$ cat config.mk
export PLATFORM = sky130hd
export DESIGN_NAME = video_timing_gen
export DESIGN_NICKNAME = d
export VERILOG_FILES = /design/src/rtl/video_timing_gen.sv
export SDC_FILE = /design/constraint.sdc
export NUM_CORES = 1
export LEC_CHECK = 0
export CAP_MARGIN = 20
export CORE_UTILIZATION = 40
export CTS_BUF_LIST = sky130_fd_sc_hd__clkbuf_16
export DETAILED_ROUTE_END_ITERATION = 10
export HOLD_SLACK_MARGIN = 0.03
export PLACE_DENSITY = 0.74
export SLEW_MARGIN = 25
export SYNTH_ARGS = -nofsm -noshare
export SYNTH_HDL_FRONTEND = slang
export SYNTH_SLANG_ARGS = --single-unit
$ cat constraint.sdc
create_clock -name clk -period 5 [get_ports clk]
set_input_delay 0.75 -clock clk [delete_from_list [all_inputs] [get_ports clk]]
set_output_delay 0.75 -clock clk [all_outputs]
set_load 0.05 [all_outputs]
$ cat src/rtl/video_timing_gen.sv
`default_nettype none
// ----------------------------------------------------------------------------
// Module   : video_timing_gen
// Purpose  : raster timing generator with pixel fetch strobe and 2-stage
//            output pipeline (hs, vs, de, color, frame_start).
// Option   : define VIDEO_TIMING_TESTPAT_EN to add test_mode (XOR pattern).
// Revision : 1.0
// ----------------------------------------------------------------------------
module video_timing_gen #(
  parameter int unsigned H_VISIBLE   = 800,
  parameter int unsigned H_FRONT     = 40,
  parameter int unsigned H_SYNC      = 128,
  parameter int unsigned H_BACK      = 88,
  parameter int unsigned V_VISIBLE   = 600,
  parameter int unsigned V_FRONT     = 1,
  parameter int unsigned V_SYNC      = 4,
  parameter int unsigned V_BACK      = 23,
  parameter bit          HS_POL      = 1'b1,
  parameter bit          VS_POL      = 1'b1,
  parameter int unsigned CW          = 11,
  parameter logic [7:0]  BLANK_COLOR = 8'b11111100
) (
  input  logic          clk,
  input  logic          reset,
  input  logic          en,
`ifdef VIDEO_TIMING_TESTPAT_EN
  input  logic          test_mode,
`endif
  output logic          fetch_req,
  output logic [CW-1:0] fetch_x,
  output logic [CW-1:0] fetch_y,
  input  logic [7:0]    pixel_in,
  output logic          hs,
  output logic          vs,
  output logic          de,
  output logic [7:0]    color,
  output logic          frame_start
);

  localparam int unsigned H_TOTAL = H_VISIBLE + H_FRONT + H_SYNC + H_BACK;
  localparam int unsigned V_TOTAL = V_VISIBLE + V_FRONT + V_SYNC + V_BACK;

  localparam logic [CW-1:0] H_LAST   = CW'(H_TOTAL - 1);
  localparam logic [CW-1:0] V_LAST   = CW'(V_TOTAL - 1);
  localparam logic [CW-1:0] H_VIS    = CW'(H_VISIBLE);
  localparam logic [CW-1:0] V_VIS    = CW'(V_VISIBLE);
  localparam logic [CW-1:0] HS_START = CW'(H_VISIBLE + H_FRONT);
  localparam logic [CW-1:0] HS_END   = CW'(H_VISIBLE + H_FRONT + H_SYNC);
  localparam logic [CW-1:0] VS_START = CW'(V_VISIBLE + V_FRONT);
  localparam logic [CW-1:0] VS_END   = CW'(V_VISIBLE + V_FRONT + V_SYNC);

  if (H_TOTAL >= (64'd1 << CW)) begin : g_h_total_check
    $error("video_timing_gen: H_TOTAL does not fit in CW bits");
  end
  if (V_TOTAL >= (64'd1 << CW)) begin : g_v_total_check
    $error("video_timing_gen: V_TOTAL does not fit in CW bits");
  end

  // Stage 0: raster position
  logic [CW-1:0] h_q, h_d, v_q, v_d;
  // Stage 1: fetch strobe plus sync/start tags travelling with it
  logic          fetch_req_q, fetch_req_d;
  logic [CW-1:0] fetch_x_q, fetch_x_d, fetch_y_q, fetch_y_d;
  logic          hs1_q, hs1_d, vs1_q, vs1_d, sof1_q, sof1_d;
  // Stage 2: output-aligned controls
  logic          hs_q, hs_d, vs_q, vs_d, de_q, de_d, sof_q, sof_d;
  logic [7:0]    src_color;

  always_comb begin
    h_d = h_q;
    v_d = v_q;
    if (en) begin
      if (h_q == H_LAST) begin
        h_d = '0;
        v_d = (v_q == V_LAST) ? '0 : v_q + CW'(1);
      end else begin
        h_d = h_q + CW'(1);
      end
    end

    fetch_req_d = en && (h_q < H_VIS) && (v_q < V_VIS);
    fetch_x_d   = h_q;
    fetch_y_d   = v_q;
    // Sync levels follow the held position even while disabled.
    hs1_d  = ((h_q >= HS_START) && (h_q < HS_END)) ? HS_POL : ~HS_POL;
    vs1_d  = ((v_q >= VS_START) && (v_q < VS_END)) ? VS_POL : ~VS_POL;
    sof1_d = en && (h_q == '0) && (v_q == '0);

    hs_d  = hs1_q;
    vs_d  = vs1_q;
    de_d  = fetch_req_q;
    sof_d = sof1_q;
  end

  always_ff @(posedge clk or negedge reset) begin
    if (!reset) begin
      h_q         <= '0;
      v_q         <= '0;
      fetch_req_q <= 1'b0;
      fetch_x_q   <= '0;
      fetch_y_q   <= '0;
      hs1_q       <= ~HS_POL;
      vs1_q       <= ~VS_POL;
      sof1_q      <= 1'b0;
      hs_q        <= ~HS_POL;
      vs_q        <= ~VS_POL;
      de_q        <= 1'b0;
      sof_q       <= 1'b0;
    end else begin
      h_q         <= h_d;
      v_q         <= v_d;
      fetch_req_q <= fetch_req_d;
      fetch_x_q   <= fetch_x_d;
      fetch_y_q   <= fetch_y_d;
      hs1_q       <= hs1_d;
      vs1_q       <= vs1_d;
      sof1_q      <= sof1_d;
      hs_q        <= hs_d;
      vs_q        <= vs_d;
      de_q        <= de_d;
      sof_q       <= sof_d;
    end
  end

`ifdef VIDEO_TIMING_TESTPAT_EN
  logic [7:0] pat_q, pat_d;

  always_comb begin
    pat_d = 8'(fetch_x_q) ^ 8'(fetch_y_q);
  end

  always_ff @(posedge clk or negedge reset) begin
    if (!reset) pat_q <= '0;
    else        pat_q <= pat_d;
  end

  always_comb begin
    src_color = test_mode ? pat_q : pixel_in;
  end
`else
  always_comb begin
    src_color = pixel_in;
  end
`endif

  // pixel_in arrives in the same cycle the stage-2 controls become visible.
  always_comb begin
    color = de_q ? src_color : BLANK_COLOR;
  end

  assign fetch_req   = fetch_req_q;
  assign fetch_x     = fetch_x_q;
  assign fetch_y     = fetch_y_q;
  assign hs          = hs_q;
  assign vs          = vs_q;
  assign de          = de_q;
  assign frame_start = sof_q;

endmodule
`default_nettype wire

==> results of run 1 <==
[sequential cells by signal (all words and copies together), names as in the netlist]
| name | count |
|---|---|
| hs | 1 |
| hs1_q | 1 |
| vs | 1 |
| fetch_y_d | 11 |
| fetch_y | 11 |
| fetch_x | 11 |
| sof1_q | 1 |
| vs1_q | 1 |
| fetch_req | 1 |
| de | 1 |
| fetch_x_d | 11 |
| frame_start | 1 |
[layout make-up]
cell class	count	area (µm²)
clock inverters	3	11.3
multi-input cells	121	791
flip-flops and latches	52	1300
repair buffers	47	460
clock buffers	5	125
inverters	5	18.8
fillers	445	2410
well taps	70	87.6
[kinds of logic after synthesis]
| family | count (synthesis) | synth area share [%] |
|---|---|---|
| simple gates | 80 | 21.3 |
| flops | 52 | 59.4 |
| compound gates | 21 | 5.71 |
| buf+inv | 16 | 4.46 |
| xor+xnor | 10 | 4.00 |
| mux | 5 | 2.29 |
| fa+ha+maj | 5 | 2.86 |
[metal layers]
layer,vias up,global-route usage (%),wire (µm),share of wire [%]
li1,754,-,-,-
met1,748,19.5,1780,46
met2,51,22.4,1800,46
met3,6,4.55,239,6.1
met4,0,7.50,85,2.2
met5,-,0,0,0
[worst max-delay path, delay by kind of cell]
kind / cells / cell delay (ns)
buffers and inverters: 2 / 1.25
AND/OR/NAND/NOR: 1 / 0.11
[path summary, 6_finish.rpt]
kind                                          start                        to  slack (ns)  cells after the start
setup reg to reg           fetch_x_d[7]$_DFFE_PN0P_  fetch_y_d[0]$_DFFE_PN0P_        2.78                      5
hold / removal                      hs1_q$_DFF_PN0_              hs$_DFF_PN0_        0.35                      0
hold reg to reg                     hs1_q$_DFF_PN0_              hs$_DFF_PN0_        0.35                      0
max in group asynchronous                     reset      fetch_x[3]$_DFF_PN0_        4.01                      2
min in group asynchronous                     reset  fetch_y_d[6]$_DFFE_PN0P_        0.57                      2
setup / recovery                        pixel_in[5]                  color[5]        2.13                      3
[report_power, final]
group / leakage [nW] / internal, mW / switching, mW
logic: 0.457 / 0.0725 / 0.122
clock network: 0.0738 / 0.180 / 0.133
registers: 0.682 / 0.459 / 0.0427
[metrics by stage]
step | std cells | hold slack (ns) | worst slack, ns | instance area (µm²) | total power [mW]
finish | 303 | 0.348 | 2.13 | 2800 | 1.01
global route | 303 | 0.352 | 2.09 | 2800 | 1.06
CTS | 303 | 0.350 | 2.11 | 2800 | 1.03
detailed placement | 295 | 0.336 | 2.08 | 2660 | 0.705
global placement | 295 | 0.332 | 2.13 | 2660 | 0.703
floorplan | 189 | 0.331 | 3.03 | 2190 | 0.655
[cell usage in the layout (no fill, tap or decap), types with 4 or more instances in the layout]
master	instances
clkdlybuf4s50_1	44
mux2i_1	5
nand3_1	13
xnor2_1	6
nand4_1	10
clkbuf_16	5
o21ai_0	5
nor3_1	4
inv_1	7
nand2b_1	6
dfrtp_1	52
a21oi_1	6
nand2_1	12
nor4_1	4
xor2_1	4
nor2_1	11
ha_1	5
==> run summary, run 1 <==
FINISH
-----------------------------------------------------------------------------------------
Final-stage net count                                                                 248
Final design utilization                                                            53.7%
Fraction of layout cells with a size suffix above 1                                 6.87%
Area growth, synth to finish                                                        27.7%
Antenna diode instance count                                                            0

SYNTHESIS
-----------------------------------------------------------------------------------------
Main flop type after synthesis                                                    dfrtp_1
Leading area contributor after synthesis                                          dfrtp_1
Top cells by instance count after synthesis                                  dfrtp_1, nand3_1, nand2_1
Share of the synthesized area in the top cell type                                  59.4%
Mapped Cells                                                                          189
Post-synth EDFFs                                                                        0
Count of state elements after synthesis                                                52
Synthesis Warnings                                                                      0
Mean instance size in the synthesized netlist                                    11.6 µm²
Fraction of the yosys area taken by sequential cells                                59.4%
Proportion of register bits with asynchronous set or reset after synthesis           100%
Most repeated cell in the gate-level netlist after synthesis                      dfrtp_1
Number of nets in the synthesized netlist                                             205
Mapped cell area                                                                 2190 µm²
Number of distinct standard cells referenced by the synthesized netlist                42
Synth area leaders                                                           dfrtp_1, nand3_1, ha_1

WORST SETUP PATH
-----------------------------------------------------------------------------------------
Cells along the critical path                                                clkdlybuf4s50_1 -> nand2b_1 -> clkdlybuf4s50_1
Worst Setup Start Kind                                                       primary input
Worst Setup Path Type                                                              in2out
Data required time at the worst endpoint                                          4.25 ns
Dominant cell type by count on the critical path                             clkdlybuf4s50_1
Arrival time at the worst endpoint                                                2.12 ns
Nature of the critical path endpoint                                           output pin
Maximum fanout along the worst path                                                     1
Crit-path slowest cell                                                       clkdlybuf4s50_1
Worst path max stage delay                                                        0.81 ns

DRT
-----------------------------------------------------------------------------------------
Number of vias per cell after detailed routing                                       5.15
First-pass detailed-route iteration total                                               4
Number of nets with antenna violations after detailed routing                           0
1st-iter DRT viols                                                                     95
Vias                                                                                 1559
Post-detailed-route DRC marker count                                                    0
Total wire length                                                                 3900 µm
Post-detailed-route wirelength per cell                                           12.9 µm

DIE
-----------------------------------------------------------------------------------------
Die Outline Area                                                                 5770 µm²
Vertical extent of the die                                                        76.0 µm
Area of the placeable core                                                       5200 µm²
Row count                                                                              26
Horizontal die dimension                                                          76.0 µm
Io pins                                                                                46
Starting density of the core                                                        42.1%

JOB
-----------------------------------------------------------------------------------------
Max-cap violations                                                                      0

TIMING
-----------------------------------------------------------------------------------------
Post-route clock period utilization                                                 57.4%
Total Neg Setup Slack                                                                0 ns
Count of endpoints failing hold in the final timing report                              0
Timing-limited maximum frequency                                                  348 MHz
Clk_skew                                                                       0.00555 ns
Setup-failing EPs final                                                                 0
Relative slew margins                                                               46.0%
Tmin final                                                                        2.87 ns
Actual transition at the worst max-transition pin                                0.803 ns
Max-slew violation count                                                                0
RSZ-0062 raised after global routing                                                   no

GLOBAL ROUTING
-----------------------------------------------------------------------------------------
Vias in the first global route                                                       1427
First-pass GRT wire length                                                        6730 µm
Pin count of the biggest net entering global routing                                   53
Total GRT Usage                                                                     14.9%
Grt ovf                                                                                 0
Initial antenna violation count                                                         0

POWER AND IR DROP
-----------------------------------------------------------------------------------------
Power per cell area                                                            361 nW/µm²
Highest ir drop seen on vdd                                                      0.226 mV
Leakage power                                                                     1.21 nW

CLOCK TREE
-----------------------------------------------------------------------------------------
Root buf cell                                                                   clkbuf_16
Hold_buf cts                                                                            0
TritonCTS clock tree                                                                 done
Clock-pin transition on the worst setup and hold timing paths                     0.06 ns
Sink Count                                                                             52
# Post-CTS Setup Buffers                                                                0
Post-cts resize count                                                                   0
Buffer levels on the longest clock path                                                 2
H-tree levels                                                                           2
Skew-Pair Late Insertion Delay                                                    0.29 ns
Number of buffers created by CTS                                                        5

PLACEMENT
-----------------------------------------------------------------------------------------
Detailed placer's ending HPWL                                                     2640 µm
Final RePlAce weighted congestion                                                   0.842
# port buffers                                                                         45

WORST HOLD PATH
-----------------------------------------------------------------------------------------
Worst hold-check path type                                                        reg2reg

OUTCOME
-----------------------------------------------------------------------------------------
Result of the run                                                            finished clean

(Power assumes the default switching activity.)
==> run 2, diff against run 1 <==
Clock period 5 ns to 2.9 ns, I/O delays scaled along.
==> run 2 against run 1 <==
First-iteration DRC count fell by 15%. Sequential power rose by 73%. Global-route usage rose by 0.52 points. Sequential cell count did not move. Clock power rose by 72%. Cell count rose by 0.33%. Count of clock-buffer cells in the layout did not move. Total power rose by 73%. Critical path depth did not move. Combinational power rose by 73%. Critical endpoint is now color[6]. Largest cell class unchanged.
==> run summary, run 2 (synthesized netlist as in run 1, its figures left out) <==
CLOCK TREE
----------------------------------------------------------------------------
Hold_buf cts                                                               0   unchanged
# Post-CTS Setup Buffers                                                   0   unchanged
H-tree levels                                                              2   unchanged
Buffer levels on the longest clock path                                    2   unchanged
Sink Count                                                                52   unchanged
Clock-pin transition on the worst setup and hold timing paths        0.06 ns   about the same
Root buf cell                                                      clkbuf_16
Skew-Pair Late Insertion Delay                                       0.28 ns   about the same
Post-cts resize count                                                      0   unchanged
Number of buffers created by CTS                                           5   unchanged
TritonCTS clock tree                                                    done

POWER AND IR DROP
----------------------------------------------------------------------------
Design internal power                                                1.23 mW   +72%
Leakage power                                                        1.21 nW   about the same
Switch share                                                           29.6%   +0.12 points
Part of the total power dissipated in sequential elements              49.8%   about the same
Switching power of the nets                                           516 µW   +73%
Highest ir drop seen on vdd                                         0.440 mV   +94%
Clock Power Share                                                      30.9%   about the same
Power per cell area                                               620 nW/µm²   +72%
Share of power burned in combinational logic                           19.3%   about the same

TIMING
----------------------------------------------------------------------------
Final Worst Setup Slack                                             0.659 ns   -1.47 ns
Max-slew violation count                                                   0   unchanged
Actual transition at the worst max-transition pin                   0.761 ns   -0.0412 ns
Setup-failing EPs final                                                    0   unchanged
Timing-limited maximum frequency                                     446 MHz
Clk_skew                                                          0.00645 ns   +0.000904 ns
Total Neg Setup Slack                                                   0 ns   unchanged
RSZ-0062 raised after global routing                                      no
Count of endpoints failing hold in the final timing report                 0   unchanged
Post-route clock period utilization                                    77.3%
Tmin final                                                           2.24 ns
Relative slew margins                                                  48.8%   +2.8 points

FINISH
----------------------------------------------------------------------------
Fraction of layout cells with a size suffix above 1                    7.69%   +0.83 points
Number of fill cells in the layout                                       459   +3.1%
Top library cells by usage in the layout, fill and taps aside   dfrtp_1, clkdlybuf4s50_1, nand3_1
Final-stage net count                                                    250   +0.81%
Commonest non-fill, non-tap cell in the layout                       dfrtp_1
Area growth, synth to finish                                           28.2%
Antenna diode instance count                                               0   unchanged

WORST SETUP PATH
----------------------------------------------------------------------------
Worst Setup Start Kind                                          primary input
Nature of the critical path endpoint                              output pin
Maximum fanout along the worst path                                        1   unchanged
Data required time at the worst endpoint                             2.47 ns   -1.78 ns
Arrival time at the worst endpoint                                   1.81 ns   -0.31 ns
Worst Setup Path Type                                                 in2out

DIE
----------------------------------------------------------------------------
Io pins                                                                   46   unchanged
Row count                                                                 26   unchanged
Area of the placeable core                                          5200 µm²   unchanged
Horizontal die dimension                                             76.0 µm   unchanged
Starting density of the core                                           42.1%   unchanged
Vertical extent of the die                                           76.0 µm   unchanged
Die Outline Area                                                    5770 µm²   unchanged

GLOBAL ROUTING
----------------------------------------------------------------------------
Vias in the first global route                                          1461   +2.4%
Grt ovf                                                                    0   unchanged
Initial antenna violation count                                            0   unchanged
Total GRT Usage                                                        15.4%   +0.52 points
First-pass GRT wire length                                           7000 µm   +4.0%
Pin count of the biggest net entering global routing                      53   unchanged

PLACEMENT
----------------------------------------------------------------------------
Final RePlAce weighted congestion                                      0.812   -3.5%
# port buffers                                                            45   unchanged
Detailed placer's ending HPWL                                        2710 µm   +2.6%
Worst slack after detailed placement                                0.644 ns   -1.44 ns

DRT
----------------------------------------------------------------------------
Post-detailed-route DRC marker count                                       0   unchanged
First-pass detailed-route iteration total                                  5   +1
Total wire length                                                    4000 µm   +2.4%
Vias                                                                    1554   -0.32%
Number of nets with antenna violations after detailed routing              0   unchanged
Number of vias per cell after detailed routing                          5.11   -0.65%
1st-iter DRT viols                                                        81   -15%
Post-detailed-route wirelength per cell                              13.1 µm   +2.0%

WORST HOLD PATH
----------------------------------------------------------------------------
Worst hold-check path type                                          in2async

OUTCOME
----------------------------------------------------------------------------
Result of the run                                               finished clean

JOB
----------------------------------------------------------------------------
Max-cap violations                                                         0   unchanged

## run 2: changes by cell type in the layout (fill, tap and decap cells not counted)
cell | before | now
clkinv_1 | 1 | 2
inv_1 | 7 | 5
buf_4 | 2 | 4
## run 2: power by group through the flow
stage,Clock (mW),Combinational (mW),Sequential [mW]
floorplan,0,0.159,0.970
global placement,0,0.336,0.878
detailed placement,0,0.339,0.877
CTS,0.555,0.341,0.867
global route,0.583,0.359,0.883
finish,0.537,0.337,0.867
## run 2: path summary, 6_finish.rpt
| kind | start | to | slack, ns | cells past startpoint |
|---|---|---|---|---|
| setup / recovery | pixel_in[6] | color[6] | 0.66 | 3 |
| hold / removal | reset | fetch_y[5]$_DFF_PN0_ | 0.25 | 2 |
| setup reg to reg | fetch_y_d[0]$_DFFE_PN0P_ | fetch_y_d[2]$_DFFE_PN0P_ | 0.81 | 5 |
| hold reg to reg | hs1_q$_DFF_PN0_ | hs$_DFF_PN0_ | 0.35 | 0 |
| max in group asynchronous | reset | fetch_x[8]$_DFF_PN0_ | 2.23 | 2 |
| min in group clk | hs1_q$_DFF_PN0_ | hs$_DFF_PN0_ | 0.35 | 0 |
## run 2: metal layers
metal  wire, µm  vias to the layer above  global-route usage [%]
li1           -                      754                       -
met1       1840                      740                    19.7
met2       1800                       56                    23.6
met3        275                        4                    4.19
met4         86                        0                    8.65
met5          0                        -                       0
## run 2: worst max-delay path: stages
cell and delay [ns]:
clkdlybuf4s50_1 0.47, nand2b_1 0.10, clkdlybuf4s50_1 0.79
## run 2: through the flow
| stage | hold WS [ns] | cell area (µm²) | cells | utilization, % | total power [mW] |
|---|---|---|---|---|---|
| final | 0.248 | 2810 | 304 | 53.9 | 1.74 |
| after global routing | 0.314 | 2810 | 304 | 53.9 | 1.82 |
| after CTS | 0.280 | 2810 | 304 | 53.9 | 1.76 |
| after detailed placement | 0.335 | 2670 | 297 | 51.4 | 1.22 |
| after global placement | 0.332 | 2670 | 297 | 51.4 | 1.21 |
| after floorplan | 0.139 | 2190 | 189 | - | 1.13 |
## run 2: area by class of cell
| type | count | area [µm²] | share of cell area (%) |
|---|---|---|---|
| clock buffers | 5 | 125 | 4.46 |
| multi-input cells | 121 | 791 | 28.2 |
| repair buffers | 49 | 475 | 16.9 |
| inverters | 5 | 18.8 | 0.669 |
| well taps | 70 | 87.6 | 3.12 |
| clock inverters | 2 | 7.51 | 0.267 |
| flip-flops and latches | 52 | 1300 | 46.4 |
==> run 3, diff against run 2 <==
Settings changed: PLACE_DENSITY 0.74 to 0.77.
Clock period 2.9 ns to 2 ns, I/O delays scaled along.
==> run 3 against run 2 <==
Cell area grew 8.6%. First-iteration DRC count grew 28%. Non-clock buffer count grew 15. Core utilization grew 4.7 points. Setup slack lost 0.56 ns. Combinational power grew 61%. Largest cell class unchanged. Largest power group unchanged.
==> run summary, run 3 (synthesized netlist as in run 1, its figures left out) <==
POWER AND IR DROP
------------------------------------------------------------------------------
Part of the total power dissipated in sequential elements                45.8%   -4.0 points
Clock Power Share                                                        34.3%   +3.4 points
Switch share                                                             28.7%   -0.96 points
Switching power of the nets                                             782 µW   +52%
Design internal power                                                  1.95 mW   +59%
Leakage power                                                          1.36 nW   +12%
Share of power burned in combinational logic                             19.9%   +0.6 points
Highest ir drop seen on vdd                                           0.892 mV   +100%
Power per cell area                                                 895 nW/µm²   +44%

WORST SETUP PATH
------------------------------------------------------------------------------
Nature of the critical path endpoint                                output pin
Arrival time at the worst endpoint                                     1.60 ns   -0.21 ns
Worst path max stage delay                                             0.85 ns   +0.06 ns
Maximum fanout along the worst path                                          9   +8
Worst Setup Start Kind                                                register
Cell family contributing the most delay on the critical path      buffers and inverters
Data required time at the worst endpoint                               1.70 ns   -0.77 ns
Worst-case register-to-register setup slack                            0.12 ns   -0.69 ns
Startpoint of the lowest-slack register-to-register path          fetch_x_d[7]$_DFFE_PN0P_
Cells along the critical path                                     clkdlybuf4s50_1
Worst Setup Path Type                                                  reg2out
R2r endpoint                                                      fetch_y_d[10]$_DFFE_PN0P_
Number of cell instances on the worst register-to-register path              4   -1
Crit-path slowest cell                                            clkdlybuf4s50_1
Number of buffers and inverters on the critical path                         1   -1

DIE
------------------------------------------------------------------------------
Horizontal die dimension                                               76.0 µm   unchanged
Vertical extent of the die                                             76.0 µm   unchanged
Area of the placeable core                                            5200 µm²   unchanged
Row count                                                                   26   unchanged
Starting density of the core                                             42.1%   unchanged
Io pins                                                                     46   unchanged
Die Outline Area                                                      5770 µm²   unchanged

CLOCK TREE
------------------------------------------------------------------------------
Sink Count                                                                  52   unchanged
Buffer levels on the longest clock path                                      2   unchanged
Root buf cell                                                        clkbuf_16
Skew-Pair Late Insertion Delay                                         0.29 ns   about the same
TritonCTS clock tree                                                      done
Number of buffers created by CTS                                             5   unchanged
H-tree levels                                                                2   unchanged
Clock-pin transition on the worst setup and hold timing paths          0.06 ns   about the same

GLOBAL ROUTING
------------------------------------------------------------------------------
First-pass GRT wire length                                             7520 µm   +7.5%
Total GRT Usage                                                          16.4%   +1.0 points
Vias in the first global route                                            1572   +7.6%
Pin count of the biggest net entering global routing                        27   -49%
Grt ovf                                                                      0   unchanged
Initial antenna violation count                                              0   unchanged

JOB
------------------------------------------------------------------------------
Max-cap violations                                                           0   unchanged

FINISH
------------------------------------------------------------------------------
Post-Layout Inst Area                                                 3050 µm²   +8.6%
Area growth, synth to finish                                             39.3%
Final-stage net count                                                      265   +6.0%
Top library cells by usage in the layout, fill and taps aside     dfrtp_1, clkdlybuf4s50_1, buf_4
Antenna diode instance count                                                 0   unchanged
Commonest non-fill, non-tap cell in the layout                         dfrtp_1
Final cell count without fillers                                           320   +5.3%
Fraction of layout cells with a size suffix above 1                      17.2%   +9.5 points

DRT
------------------------------------------------------------------------------
Vias                                                                      1663   +7.0%
Post-detailed-route DRC marker count                                         0   unchanged
1st-iter DRT viols                                                         104   +28%
First-pass detailed-route iteration total                                    5   unchanged
Total wire length                                                      4380 µm   +9.7%
Number of vias per cell after detailed routing                            5.20   +1.7%
Post-detailed-route wirelength per cell                                13.7 µm   +4.2%
Number of nets with antenna violations after detailed routing                0   unchanged

TIMING
------------------------------------------------------------------------------
Tmin final                                                             1.90 ns
Clk_skew                                                            0.00460 ns   -0.00185 ns
Relative slew margins                                                    66.2%   +17 points
Total Neg Setup Slack                                                     0 ns   unchanged
Max-slew violation count                                                     0   unchanged
Timing-limited maximum frequency                                       527 MHz
Actual transition at the worst max-transition pin                     0.505 ns   -0.256 ns
Count of endpoints failing hold in the final timing report                   0   unchanged
RSZ-0062 raised after global routing                                        no
Setup-failing EPs final                                                      0   unchanged
Post-route clock period utilization                                      94.9%

PLACEMENT
------------------------------------------------------------------------------
Standard cell area after detailed placement                           2870 µm²   +7.4%
Number of placed instances, taps included                                  311   +4.7%
Final RePlAce weighted congestion                                        0.869   +7.0%
# port buffers                                                              45   unchanged
Detailed placer's ending HPWL                                          3190 µm   +18%

WORST HOLD PATH
------------------------------------------------------------------------------
Count of cells along the worst hold path                                     0
Worst Hold Endpoint                                               vs$_DFF_PN0_
Worst min-delay path startpoint                                   vs1_q$_DFF_PN0_
Worst hold-check path type                                             reg2reg

OUTCOME
------------------------------------------------------------------------------
Result of the run                                                 finished clean

run 3: cell count changes in the layout (fill, tap and decap cells not counted), sizes merged:
cell           previous run  this run
clkinv                    2         1
buf                       5        27
clkinvlp                  0         1
bufinv                    0         1
dlygate4sd3               0         1
clkdlybuf4s50            44        36
run 3: repair_timing:
action / CTS / global route
gates resized for setup: 0 / 0
buffers inserted: 0 / 0
endpoints found under the hold margin: 14 / 0
hold buffers: 1 / 0
run 3: metal layers:
metal | GRT usage (%) | wire (µm)
met3 | 4.67 | 336
met1 | 21.6 | 1890
met5 | 0 | 0
met2 | 26.4 | 2080
met4 | 5.38 | 78
run 3: cell type report:
class / instances / area [µm²]
Fill cell: 427 / 2160
Clock buffer: 5 / 125
Sequential cell: 52 / 1300
Tap cell: 70 / 87.6
Inverter: 5 / 18.8
Multi-Input combinational cell: 121 / 791
Clock inverter: 3 / 42.5
Timing Repair Buffer: 64 / 683
run 3: worst max path at each step:
| stage | from | to | slack [ns] | depth (start not counted) |
|---|---|---|---|---|
| after global routing | de$_DFF_PN0_ | de | 0.02 | 1 |
| after CTS | de$_DFF_PN0_ | de | 0.09 | 1 |
| final | de$_DFF_PN0_ | de | 0.10 | 1 |
| after global placement | en | fetch_y_d[10]$_DFFE_PN0P_ | 0.17 | 5 |
| after detailed placement | fetch_x_d[7]$_DFFE_PN0P_ | fetch_y_d[10]$_DFFE_PN0P_ | 0.14 | 4 |
| after floorplan | fetch_x_d[7]$_DFFE_PN0P_ | fetch_y_d[10]$_DFFE_PN0P_ | 0.11 | 5 |
run 3: power groups by stage:
stage	Combinational (mW)	Clock (mW)	Sequential (mW)
after floorplan	0.231	0	1.41
after global placement	0.533	0	1.27
after detailed placement	0.540	0	1.27
after CTS	0.546	0.959	1.25
after global routing	0.573	0.997	1.27
final	0.542	0.937	1.25
run 3: metrics by stage:
step | utilization (%) | power (mW) | hold slack (ns) | worst slack (ns)
detailed placement | 55.2 | 1.81 | 0.250 | 0.136
finish | 58.6 | 2.73 | 0.348 | 0.102
global route | 58.6 | 2.84 | 0.354 | 0.0210
global placement | 55.2 | 1.80 | 0.243 | 0.166
CTS | 58.6 | 2.75 | 0.351 | 0.0877
floorplan | - | 1.64 | 0.00441 | 0.107
